`config.mk`:
```
export PLATFORM = sky130hd
export DESIGN_NAME = fifo_wr_arbiter
export DESIGN_NICKNAME = d
export VERILOG_FILES = /design/src/rtl/fifo_wr_arbiter.sv
export SDC_FILE = /design/constraint.sdc
export NUM_CORES = 1
export LEC_CHECK = 0
export ABC_AREA = 1
export BUFFER_PORTS_ARGS = -buffer_cell sky130_fd_sc_hd__buf_2
export CAP_MARGIN = 20
export CELL_PAD_IN_SITES_DETAIL_PLACEMENT = 0
export CELL_PAD_IN_SITES_GLOBAL_PLACEMENT = 1
export CORE_ASPECT_RATIO = 2
export CORE_MARGIN = 2
export CORE_UTILIZATION = 34
export CTS_CLUSTER_SIZE = 30
export DETAILED_ROUTE_END_ITERATION = 8
export PLACE_DENSITY = 0.95
export SYNTH_ARGS = -nofsm -noshare
export SYNTH_HDL_FRONTEND = slang
export SYNTH_SLANG_ARGS = --single-unit
```
`constraint.sdc`:
```
create_clock -name clk -period 3.65 [get_ports clk]
set_clock_uncertainty 0.1 [all_clocks]
set_input_delay 0 -clock clk [delete_from_list [all_inputs] [get_ports clk]]
set_output_delay 0 -clock clk [all_outputs]
set_load 0.01 [all_outputs]
```
`src/rtl/fifo_wr_arbiter.sv`:
```
// Round-robin write arbiter feeding a shared FIFO. Tracks free FIFO slots as
// credits so a write is only granted when the FIFO is guaranteed to accept it.
module fifo_wr_arbiter #(
    parameter int NUM_REQ    = 4,
    parameter int DATA_WIDTH = 8,
    parameter int DEPTH      = 16
) (
    input  logic                             clk,
    input  logic                             rst,
    input  logic [NUM_REQ-1:0]               req,
    input  logic [NUM_REQ*DATA_WIDTH-1:0]    req_data,
    input  logic                             fifo_rd_ack,
    output logic [NUM_REQ-1:0]               gnt,
    output logic                             fifo_wr_en,
    output logic [DATA_WIDTH-1:0]            fifo_din,
    output logic [$clog2(DEPTH+1)-1:0]       credits,
    output logic                             err
);

    localparam int IDX_W  = (NUM_REQ > 1) ? $clog2(NUM_REQ) : 1;
    localparam int CRED_W = $clog2(DEPTH+1);
    localparam logic [CRED_W-1:0] FULL_CREDITS = CRED_W'(DEPTH);

    logic [IDX_W-1:0]      last;
    logic [IDX_W-1:0]      win_idx;
    logic                  win_found;
    logic [NUM_REQ-1:0]    eligible;
    logic [DATA_WIDTH-1:0] win_data;
    logic [CRED_W-1:0]     credits_next;
    logic                  err_set;

    // A requester granted on the previous edge still shows req high while it
    // reacts to gnt, so it is masked out to avoid granting stale data twice.
    always_comb begin
        // NOTE: every combinational output gets a default first so no path
        // leaves it unassigned, which would otherwise infer a latch.
        eligible  = (credits != '0) ? (req & ~gnt) : '0;
        win_found = 1'b0;
        win_idx   = last;
        for (int off = 1; off <= NUM_REQ; off++) begin
            if (!win_found && eligible[(int'(last) + off) % NUM_REQ]) begin
                win_found = 1'b1;
                win_idx   = IDX_W'((int'(last) + off) % NUM_REQ);
            end
        end
    end

    assign win_data = req_data[int'(win_idx)*DATA_WIDTH +: DATA_WIDTH];

    // A write and a read in the same cycle cancel; a read with the FIFO
    // already empty is a protocol violation and saturates instead of wrapping.
    always_comb begin
        credits_next = credits;
        err_set      = 1'b0;
        unique case ({win_found, fifo_rd_ack})
            2'b10: credits_next = credits - CRED_W'(1);
            2'b01: begin
                if (credits == FULL_CREDITS) begin
                    err_set = 1'b1;
                end else begin
                    credits_next = credits + CRED_W'(1);
                end
            end
            default: credits_next = credits;
        endcase
    end

    // NOTE: sequential state uses non-blocking assignments so every register
    // samples the pre-edge values regardless of statement order.
    always_ff @(posedge clk) begin
        if (rst) begin
            gnt        <= '0;
            fifo_wr_en <= 1'b0;
            fifo_din   <= '0;
            credits    <= FULL_CREDITS;
            err        <= 1'b0;
            last       <= IDX_W'(NUM_REQ - 1);
        end else begin
            credits <= credits_next;
            if (err_set) begin
                err <= 1'b1;
            end
            if (win_found) begin
                gnt        <= NUM_REQ'(1) << win_idx;
                fifo_wr_en <= 1'b1;
                fifo_din   <= win_data;
                last       <= win_idx;
            end else begin
                gnt        <= '0;
                fifo_wr_en <= 1'b0;
            end
        end
    end

endmodule

```
==> run summary <==
Hold Startpoint: req_data[29]
IO Port Bufs: 57
Clock Path Buffers: 2
Status: complete, no violations
Hold_ws: 0.00462 ns
Sequence of cells on the critical path: nor2_2, nand3_2, nand3_1, nand3_1, nand2_2, nand2_2, o21ai_2, xor2_2, a21oi_1, o21ai_1, inv_1
Leakage: 1.12 nW
Drt wl/cell: 10.1 um
Vias in the first global route: 1,495
H-tree Lvls: 1
Commonest non-fill, non-tap cells in the layout: 88 x nand2_1, 57 x buf_2, 34 x inv_1, 26 x nor2_1, 23 x nand3_1
Critical Path Max Stage Delay: 0.62 ns
Startpoint Class: flop
Tcrit/Tclk final: 67.9%
Clk pwr share: 8.0%
Post-route DRC: 0
Hold Violations, Final: 0
Core area: 4090 um^2
Reg2reg path depth: 11
Final net count: 346
Max cap viols: 0
Crit path required time: 3.71 ns
Initial Util: 35.6%
CP arrival: 2.54 ns
Psw: 1.06 mW
Syn nets: 289
Horiz. Die Dim: 50.2 um
Maximum VDD drop: 0.594 mV
Fin. max-slew vios: 0
Worst hold path class: in2reg
FF+latch area: 420 um^2
Die Area: 4850 um^2
Min Clock Period, post-route: 2.48 ns
Critical Path Fanout Max: 19
Final Wtd Congestion: 0.777
Sw Ratio: 55.0%
CTS Root Cell: clkbuf_8
Die Y: 96.5 um
CP Capture Type: flop
Largest net degree at the start of global routing: 20
CTS tree: yes
R2R Path End: fifo_din[1]
Hold depth: 5
Synth cell types: 25
Antenna violations before repair: 0
Drt via density: 4.52
Hpwl dp: 2960 um
Area of the mapped netlist: 1450 um^2
Slew @ Worst Pin: 0.761 ns
Vias post-DR: 1,608
Overflow after GRT: 0
Fmax: 403 MHz
CTS Buf Count: 3
Setup TNS: 0 ns
Worst Setup Path Type: reg2reg
Syn avg cell area: 5.86 um^2
Final wirelength: 3590 um
GRT Total Usage: 15.9%
I/O pins: 58
Max-slew headroom: 49.3%
Count of final setup violators: 0
PwrDens: 1060 nW/um^2
Reg power frac: 20.6%
R2R Setup Slk: 1.17 ns
Post-Syn Instances: 248
Most common cell after layout, fill and taps aside: nand2_1
Total internal power: 0.870 mW
Fillers: 444
Yosys reg bits: 21
Routed Antenna Nets: 0
RSZ-0062 raised after global routing: false
Share of post-route cells with drive strength above 1: 24.0%
N_diodes: 0
Sequential-to-total area share from yosys stat: 28.9%
First-pass GRT wire length: 6010 um
Hold endpoint: fifo_din[5]
Clk sinks: 21
Area delta synth->final: 25.8%
Slowest-stage cell, CP: xor2_2
Power share of the combinational group: 71.4%
Clock transition at path regs: 0.08 ns
1st-iter DRT viols: 25
CTS resizes: 0
Row count: 33
Multi-input logic area: 861 um^2
TritonRoute pass-1 iters: 4
Skew-Pair Late Insertion Delay: 0.26 ns
Yosys warning count: 0
Reg2reg start: credits[2]
-- cell usage after synthesis, drive strengths merged --
| cell | instances | area share, % |
|---|---|---|
| a21oi | 13 | 4.5 |
| ha | 2 | 1.7 |
| dfxtp | 21 | 29 |
| nor2 | 29 | 8.3 |
| nand2 | 91 | 24 |
| o21ai | 17 | 6.1 |
| nand3 | 25 | 9.8 |
| inv | 35 | 9.0 |
| o21a | 1 | 0.52 |
| buf | 7 | 2.8 |
| nand4 | 3 | 1.3 |
| a31o | 1 | 0.60 |
| xor2 | 3 | 2.3 |
-- worst max-delay path by stage --
stage	startpoint	to	slack [ns]	cells past startpoint
2_1_floorplan	credits[1]	credits[4]	1.39	16
6_report	credits[2]	fifo_din[1]	1.17	11
3_5_place_dp	credits[1]	fifo_din[1]	1.15	11
3_3_place_gp	credits[1]	fifo_din[1]	1.18	11
4_1_cts	credits[1]	fifo_din[7]	1.12	11
5_1_grt	credits[2]	fifo_din[2]	0.85	17
-- routing by layer --
layer / up-vias / GRT usage, % / wire (um)
li1: 884 / - / -
met1: 680 / 14.4 / 1350
met2: 38 / 33.8 / 2070
met3: 6 / 1.54 / 102
met4: 0 / 6.25 / 70
met5: - / 0 / 0
-- layout make-up --
cell class	count	area share (%)
clock inverters	1	0.410
clock buffers	3	2.26
multi-input cells	185	47.1
flip-flops and latches	21	23.0
well taps	52	3.56
repair buffers	59	16.6
inverters	35	7.18
-- state kept, by name, summed over array words and instances, names as in the netlist --
signal,cells
fifo_din,8
credits,5
gnt,4
err,1
fifo_wr_en,1
last,2
-- through the flow --
step	instances	worst slack [ns]	total power [mW]	util, %	cell area (um^2)
global placement	351	1.18	1.79	43.3	1770
finish	356	1.17	1.93	44.8	1830
detailed placement	351	1.15	1.80	43.3	1770
floorplan	248	1.39	1.54	-	1450
global route	356	0.845	2.20	44.8	1830
CTS	356	1.12	1.96	44.8	1830
-- power by group through the flow --
stage          combinational [mW]  sequential [mW]  clock (mW)
2_1_floorplan                1.12            0.416           0
4_1_cts                      1.41            0.399       0.160
3_5_place_dp                 1.40            0.405           0
3_3_place_gp                 1.39            0.401           0
5_1_grt                      1.63            0.410       0.168
6_report                     1.38            0.398       0.155
-- cells by family after synthesis --
kind of cell / share of synthesized area (%)
AND/OR/NAND/NOR: 43.5
buffers and inverters: 11.9
AO/OA/AOI/OAI: 11.7
flip-flops: 28.9
XOR/XNOR: 2.32
adder cells (fa/ha/maj): 1.72
-- timing repair --
| action | in CTS | in global routing |
|---|---|---|
| endpoints found under the hold margin | 1 | 0 |
| hold buffers | 1 | 0 |
| setup buffers | 0 | 0 |
-- worst max-delay path: cells and delay by family (launching register included) --
family / cells / cell delay (ns)
compound gates: 3 / 0.46
xor+xnor: 1 / 0.62
buf+inv: 1 / 0.04
flops: 1 / 0.38
simple gates: 6 / 0.77
Power figures use the tool's default switching activity.
